==> config.mk <==
export PLATFORM = sky130hd
export DESIGN_NAME = descrambler_rx
export DESIGN_NICKNAME = d
export VERILOG_FILES = /design/src/rtl/scrambler_pkg.sv /design/src/rtl/descrambler_lfsr.sv /design/src/rtl/descrambler_rx.sv
export SDC_FILE = /design/constraint.sdc
export NUM_CORES = 1
export LEC_CHECK = 0
export BUFFER_PORTS_ARGS = -buffer_cell sky130_fd_sc_hd__buf_2
export CORE_AREA = 3 3 56 58
export DETAILED_ROUTE_END_ITERATION = 6
export DIE_AREA = 0 0 59 61
export GPL_TIMING_DRIVEN = 0
export PLACE_DENSITY = 0.72
export REMOVE_ABC_BUFFERS = 1
export SETUP_SLACK_MARGIN = 0.2
export SLEW_MARGIN = 25
export SYNTH_ARGS = -nofsm -noshare
export SYNTH_HDL_FRONTEND = slang
export SYNTH_SLANG_ARGS = --single-unit
==> constraint.sdc <==
create_clock -name clk -period 1.85 [get_ports clk]
set_input_delay 0.2775 -clock clk [delete_from_list [all_inputs] [get_ports clk]]
set_output_delay 0.2775 -clock clk [all_outputs]
set_load 0.02 [all_outputs]
==> src/rtl/scrambler_pkg.sv <==
// Shared definitions for the byte-wide additive scrambler pair.
// The transmit scrambler and the receive descrambler both use lfsr_step,
// so the two ends always generate the same keystream.
package scrambler_pkg;

    typedef enum logic [1:0] {
        HUNT   = 2'd0,
        LOCKED = 2'd1,
        CHECK  = 2'd2
    } rx_state_e;

    localparam logic [7:0] SYNC_WORD_DEF = 8'hA5;
    localparam logic [7:0] LFSR_SEED_DEF = 8'hC5;

    // One LFSR advance: feedback from taps 6 and 3 shifts in at the MSB.
    function automatic logic [7:0] lfsr_step(input logic [7:0] s);
        return {s[6] ^ s[3], s[7:1]};
    endfunction

endpackage

==> src/rtl/descrambler_lfsr.sv <==
// Keystream generator for the descrambler: an 8-bit LFSR that can be
// reseeded and advanced. keystream_o is the value the register will hold
// after the next advance, which is the byte XORed into the current payload.
module descrambler_lfsr
    import scrambler_pkg::*;
#(
    parameter logic [7:0] SEED = LFSR_SEED_DEF
) (
    input  logic       clk_i,
    input  logic       rst_ni,
    input  logic       load_i,
    input  logic       step_i,
    output logic [7:0] keystream_o
);

    logic [7:0] lfsr_q;
    logic [7:0] lfsr_d;

    assign keystream_o = lfsr_step(lfsr_q);

    // Next-state select: reseed has priority over advance.
    always_comb begin
        lfsr_d = lfsr_q;
        if (load_i) begin
            lfsr_d = SEED;
        end else if (step_i) begin
            lfsr_d = keystream_o;
        end
    end

    // State register, back to the seed on reset.
    always_ff @(posedge clk_i or negedge rst_ni) begin
        if (!rst_ni) begin
            lfsr_q <= SEED;
        end else begin
            lfsr_q <= lfsr_d;
        end
    end

endmodule

==> src/rtl/descrambler_rx.sv <==
// Receive-side descrambler. Hunts for an unscrambled sync byte, reseeds the
// keystream LFSR on every sync, and descrambles FRAME_LEN payload bytes per
// frame. Valid/ready handshakes on both sides with a single output register.
// Optional build macro DESCR_ERR_CNT_EN adds a saturating sync-error counter
// (err_cnt) with a synchronous clear input (err_clr).
//
// state  | meaning
// HUNT   | searching for SYNC_WORD, accepted bytes are discarded
// LOCKED | descrambling payload bytes, cnt = payload index
// CHECK  | frame done, next byte must be SYNC_WORD
module descrambler_rx
    import scrambler_pkg::*;
#(
    parameter int         FRAME_LEN = 16,
    parameter logic [7:0] SYNC_WORD = SYNC_WORD_DEF,
    parameter logic [7:0] LFSR_SEED = LFSR_SEED_DEF
) (
    input  logic        clk,
    input  logic        rst_n,
    input  logic [7:0]  din,
    input  logic        din_valid,
    output logic        din_ready,
    output logic [7:0]  dout,
    output logic        dout_valid,
    input  logic        dout_ready,
    output logic        sof,
    output logic        locked,
`ifdef DESCR_ERR_CNT_EN
    input  logic        err_clr,
    output logic [15:0] err_cnt,
`endif
    output logic        sync_err
);

    localparam logic [7:0] FRAME_LAST = 8'(FRAME_LEN - 1);

    rx_state_e  state_q, state_d;
    logic [7:0] cnt_q, cnt_d;
    logic [7:0] dout_q, dout_d;
    logic       dout_valid_q, dout_valid_d;
    logic       sof_q, sof_d;
    logic       locked_q, locked_d;
    logic       sync_err_q, sync_err_d;

    logic       in_xfer;
    logic       lfsr_load;
    logic       lfsr_adv;
    logic [7:0] keystream;

    // The output register frees up in the same cycle it is drained, so
    // back-to-back transfers need no bubble.
    assign din_ready = !dout_valid_q || dout_ready;
    assign in_xfer   = din_valid && din_ready;

    descrambler_lfsr #(
        .SEED (LFSR_SEED)
    ) u_lfsr (
        .clk_i       (clk),
        .rst_ni      (rst_n),
        .load_i      (lfsr_load),
        .step_i      (lfsr_adv),
        .keystream_o (keystream)
    );

    // Frame FSM, payload counter and output-register next state.
    always_comb begin
        state_d      = state_q;
        cnt_d        = cnt_q;
        dout_d       = dout_q;
        dout_valid_d = dout_valid_q;
        sof_d        = sof_q;
        sync_err_d   = 1'b0;
        lfsr_load    = 1'b0;
        lfsr_adv     = 1'b0;

        if (dout_valid_q && dout_ready) begin
            dout_valid_d = 1'b0;
            sof_d        = 1'b0;
        end

        if (in_xfer) begin
            case (state_q)
                HUNT: begin
                    if (din == SYNC_WORD) begin
                        lfsr_load = 1'b1;
                        cnt_d     = 8'd0;
                        state_d   = LOCKED;
                    end
                end
                LOCKED: begin
                    lfsr_adv     = 1'b1;
                    dout_d       = din ^ keystream;
                    dout_valid_d = 1'b1;
                    sof_d        = (cnt_q == 8'd0);
                    if (cnt_q == FRAME_LAST) begin
                        cnt_d   = 8'd0;
                        state_d = CHECK;
                    end else begin
                        cnt_d = cnt_q + 8'd1;
                    end
                end
                CHECK: begin
                    // A bad marker is dropped here, not re-examined in HUNT.
                    if (din == SYNC_WORD) begin
                        lfsr_load = 1'b1;
                        cnt_d     = 8'd0;
                        state_d   = LOCKED;
                    end else begin
                        sync_err_d = 1'b1;
                        state_d    = HUNT;
                    end
                end
                default: begin
                    state_d = HUNT;
                end
            endcase
        end

        locked_d = (state_d != HUNT);
    end

    // State, counter and registered outputs.
    always_ff @(posedge clk or negedge rst_n) begin
        if (!rst_n) begin
            state_q      <= HUNT;
            cnt_q        <= 8'd0;
            dout_q       <= 8'd0;
            dout_valid_q <= 1'b0;
            sof_q        <= 1'b0;
            locked_q     <= 1'b0;
            sync_err_q   <= 1'b0;
        end else begin
            state_q      <= state_d;
            cnt_q        <= cnt_d;
            dout_q       <= dout_d;
            dout_valid_q <= dout_valid_d;
            sof_q        <= sof_d;
            locked_q     <= locked_d;
            sync_err_q   <= sync_err_d;
        end
    end

    assign dout       = dout_q;
    assign dout_valid = dout_valid_q;
    assign sof        = sof_q;
    assign locked     = locked_q;
    assign sync_err   = sync_err_q;

`ifdef DESCR_ERR_CNT_EN
    logic [15:0] err_cnt_q, err_cnt_d;

    // Saturating count of sync errors; a clear in the same cycle wins.
    always_comb begin
        err_cnt_d = err_cnt_q;
        if (err_clr) begin
            err_cnt_d = 16'd0;
        end else if (sync_err_d && (err_cnt_q != 16'hFFFF)) begin
            err_cnt_d = err_cnt_q + 16'd1;
        end
    end

    // Error counter register.
    always_ff @(posedge clk or negedge rst_n) begin
        if (!rst_n) begin
            err_cnt_q <= 16'd0;
        end else begin
            err_cnt_q <= err_cnt_d;
        end
    end

    assign err_cnt = err_cnt_q;
`endif

endmodule

# Word-level counts from Yosys, hierarchy flattened
# Index checks and enable logic that the tools add are counted.
# word_totals
regBits	30
out_inout_bits	13
word_cells	52
# classes
n_addsub	1
eq_ne	5
n_mux	24
n_bitwise	2
reduce_logical	12
# ops
cell	count
$mux W8	4
$pmux W8 S2	1
$mux W1	15
$add A8 B1 Y8 const B	1
$eq A8 B4 Y1 const B	1
$eq A8 B8 Y1 const B	1
$logic_not A8 Y1	1
$xor A8 B8 Y8	1
$mux W2	3
$pmux W2 S3	1
$reduce_bool A2 Y1	3
$reduce_and A3 Y1	1
$eq A2 B1 Y1 const B	1
$eq A2 B2 Y1 const B	1
$logic_and A1 B1 Y1	2
$logic_not A2 Y1	1
$ne A2 B1 Y1 const B	1
$reduce_and A2 Y1	1
$reduce_or A2 Y1	1
$logic_not A1 Y1	1
$logic_or A1 B1 Y1	1
$xor A1 B1 Y1	1

# Depth between registers and ports, before layout
# logic_depth
ltp_word	6
ltp_mapped	7
ltp_nobuf	5

# By module
# From an unflattened synthesis, not the netlist that was laid out.
# unflattened
cells_unflattened	140
hier_area_um2	1442.6
# modules_own_cells
mod	n_inst	cells_per_inst	area_each_um2
descrambler_rx	1	115	1126.1
descrambler_lfsr	1	25	316.6

# Least setup slack after synthesis
# No wires, ideal clock.
# synth_path
path_type	flip-flop to flip-flop
startpoint	register dout_valid_q (netlist: dout_valid)
endpoint	register cnt_q[7]
arrival_time_ps	1426
required_time_ps	1763
slack_ps	337
stages_incl_launch_ff	6
path_cell_list	dfrtp_1 nand2b_1 buf_2 nand3_2 or4_1 o211ai_1
# synth_via
elab_chain_cells	4
# synth_lines
item	line_no	rtl
from (decl)	descrambler_rx.sv:40	logic dout_valid_q, dout_valid_d;
from (signal assigned)	descrambler_rx.sv:136	dout_valid_q <= dout_valid_d;
$logic_not A1 Y1	descrambler_rx.sv:52	assign din_ready = !dout_valid_q || dout_ready;
$logic_or A1 B1 Y1	descrambler_rx.sv:52	
via din_ready	descrambler_rx.sv:22	output logic din_ready,
$logic_and A1 B1 Y1	descrambler_rx.sv:53	assign in_xfer = din_valid && din_ready;
$reduce_and A3 Y1 (no source line)	--	
to (signal assigned)	descrambler_rx.sv:134	cnt_q <= cnt_d;
to (decl)	descrambler_rx.sv:38	logic [7:0] cnt_q, cnt_d;
# The timed path passes the listed nets, and every way through them passes these cells.
# A chain may end at the register's enable or synchronous reset.

# Worst setup path in the final report
# layout_path
startpoint	register cnt_q[4]
endpoint	register cnt_q[3]
# layout_via
elab_chain_cells	3
# layout_lines
item	line_no	rtl
$eq A8 B4 Y1	descrambler_rx.sv:95	if (cnt_q == FRAME_LAST) begin
$mux W8	descrambler_rx.sv:95	
$pmux W8 S2	descrambler_rx.sv:82	case (state_q)
# Every way passes these cells.

==> results.md <==
- Most common cell after layout, fill and taps aside: nand2_1
- Num ports: 25
- Setup Crit Path Kind: reg2reg
- Pwr Density: 1250 nW/um^2
- Required @ worst endpoint: 2.04 ns
- Mapped Cells: 145
- Port Buffers: 24
- Vias: 1,178
- Final Hold Fails: 0
- Clock Sinks: 29
- Maximum clock insertion buffer count: 2
- Post-route DRC violation count: 0
- Chip width: 59 microns
- Area of the core: 2710 sq um
- First-pass GRT wire length: 5.10 mm
- Area of the multi-input gates: 662 sq um
- Worst-path clk slew: 0.09 ns
- RSZ-0062 raised after global routing: yes
- Status: complete, no violations
- FP Rows: 19
- Post-synth top flop: dfrtp_1
- Slew @ Worst Pin: 0.650 ns
- Lkg Pwr: 0.793 nW
- DRT Wirelength: 3.10 mm
- HP Class: in2reg
- Initial DRC count: 51
- H-tree Lvls: 2
- Fillcell total: 230
- Avg Synthesized Cell Area: 9.78 sq um
- Reg-to-reg slack, setup: 0.26 ns
- Total of max-cap violations: 0
- CTS Buf Count: 5
- Met3 wire length: 185 microns
- Routability cong.: 0.895
- Arrival time worst endpoint: 1.78 ns
- Worst-case hold slack: 0.262 ns
- Routed WL per cell: 15.0 microns
- Critical path peak fanout: 8
- Async S/R FF share, synth: 100%
- Min Tclk post-route: 1.59 ns
- Final-report setup violation count: 0
- Initial core utilization: 52.3%
- Worst Slack Setup Final: 0.258 ns
- Gr ovfl total: 0
- Seq/Total Area, Yosys: 51.5%
- Tcrit/Tclk final: 86.1%
- YS warnings: 0
- Antenna Cells: 0
- DIE AREA: 3600 sq um
- Mapped Area: 1420 sq um
- Vias in the first global route: 1,144
- Proportion of layout cells with a drive suffix above 1: 30.7%
- Pre-antenna DRT Iters: 4
- Top routing layer used: met4
- Seq cells post-synth: 29
- Largest net degree at the start of global routing: 30
- Placed cell areas: 1540 sq um
- CP Capture Type: flip-flop
- Met2 WL: 1.62 mm
- Maximum vdd drop: 0.862 mV
- Final instance area: 1690 sq um
- Vert. Die Dim: 61 microns
- Worst slew margin: 56.6%
- P&R area growth vs syn: 19.1%
- Hold path depth: 3
- Clock Skew: 0.00505 ns
- FF-to-FF End: cnt_q[3]
- Clk_lat worst skew: 0.32 ns
- Cell Chain, Critical Path: or4_4 -> o2111ai_1 -> o31a_1 -> o21ai_1
- Distinct cell type count after synthesis: 40
- Worst hold start: din[3]
- Place WS: -0.207 ns
- Routed vias/inst: 5.69
- Post-synth EDFFs: 0
- Fin. max-slew vios: 0
- Largest stage delay, worst path: 0.56 ns
- Register area: 731 sq um
- Hold Path Sink: dout[3]
- NumNets Final: 189
- Nature of the critical path startpoint: flip-flop
- Antenna violations before repair: 0
- TNS Setup: 0 ns
- FF-to-FF Start: cnt_q[4]
- Dpl hpwl: 2.06 mm
- WL met1: 1.28 mm
- TritonCTS clock tree: built
- Routed Antenna Nets: 0
- Achievable Freq: 0.628 GHz
- Clock root buffer: clkbuf_4
- Most frequent cells in the layout: 28 x nand2_1, 25 x dfrtp_1, 24 x buf_2
- Core Util, Final: 62.3%
- CP max-delay cell: or4_4
- All-layer global routing usage: 19.8%
- Reg2reg path depth: 4
## report_power, final
group | leakage [nW] | total, mW | internal, mW | switching [mW]
sequential | 0.368 | 0.984 | 0.818 | 0.166
clock | 0.0455 | 0.541 | 0.323 | 0.218
combinational | 0.379 | 0.586 | 0.235 | 0.351
total | 0.793 | 2.11 | 1.38 | 0.735
## through the flow
stage	power, mW	instances
after floorplan	1.35	139
after global placement	1.53	194
after detailed placement	1.56	194
after CTS	2.11	204
after global routing	2.25	207
final	2.11	207
## routing by layer
layer,vias to the layer above,GRT usage [%]
met4,0,8.74
met2,39,35.0
met5,-,0
met1,572,23.3
met3,2,3.83
li1,565,-
## synth_stat cells, types with 2 or more instances
library cell   n  area (sq um)
or4_1          2          15.0
o211ai_1       2          15.0
xor2_1         2          17.5
nand3_1       11          55.1
dfrtp_1       26           651
or2_2          2          12.5
buf_4          2          15.0
buf_2          3          15.0
o21ai_1        3          15.0
nand2_1       28           105
nand3_2        2          20.0
and3_1         3          18.8
nor4bb_1       2          20.0
xnor2_1        8          70.1
a21oi_1        4          20.0
ha_1           2          25.0
nor2_1         4          15.0
inv_1          5          18.8
dfstp_2        3          78.8
o31ai_1        2          15.0
o21ai_0       10          50.1
## critical path: cells and delay by family, from the launching register on
kind | cells | cell delay, ns
AO/OA/AOI/OAI | 3 | 0.45
AND/OR/NAND/NOR | 1 | 0.56
flip-flops | 1 | 0.46
## final cells by class
class                   instances  share of cell area, %
flip-flops and latches         29                   43.3
multi-input cells             106                   39.2
repair buffers                 28                   9.04
clock buffers                   7                   3.26
well taps                      31                   2.30
clock inverters                 1                   1.78
inverters                       5                   1.11
## worst max path at each step
stage / from / to / slack (ns) / cells after the start
4_1_cts: state_q[0] / cnt_q[7] / 0.23 / 4
3_5_place_dp: state_q[0] / cnt_q[7] / -0.21 / 4
6_report: cnt_q[4] / cnt_q[3] / 0.26 / 4
3_3_place_gp: state_q[0] / cnt_q[7] / -0.14 / 4
5_1_grt: state_q[0] / cnt_q[7] / 0.19 / 4
2_1_floorplan: dout_valid / cnt_q[7] / -0.10 / 4
## sequential cells by signal (all words and copies together), names as in the netlist
name	flops
cnt_q	8
dout	8
u_lfsr.lfsr_q	7
state_q	2
dout_valid	1
locked	1
sof	1
sync_err	1
## cell families after synthesis
kind of cell             after synthesis  synth area share [%]
flip-flops                            29                  51.5
buffers and inverters                 11                  3.71
XOR/XNOR                              10                  6.18
AND/OR/NAND/NOR                       64                  24.2
AO/OA/AOI/OAI                         29                  12.7
adder cells (fa/ha/maj)                2                  1.76
## repair_timing
action,4_1_cts,5_1_grt
gates resized for setup,3,2
hold buffers,1,0
gates cloned,1,0
hold endpoints to repair,26,0
endpoints found under the setup margin,20,4
pin swaps,1,0
buffers inserted,0,3
No activity file was read; power rests on OpenSTA's default activity.
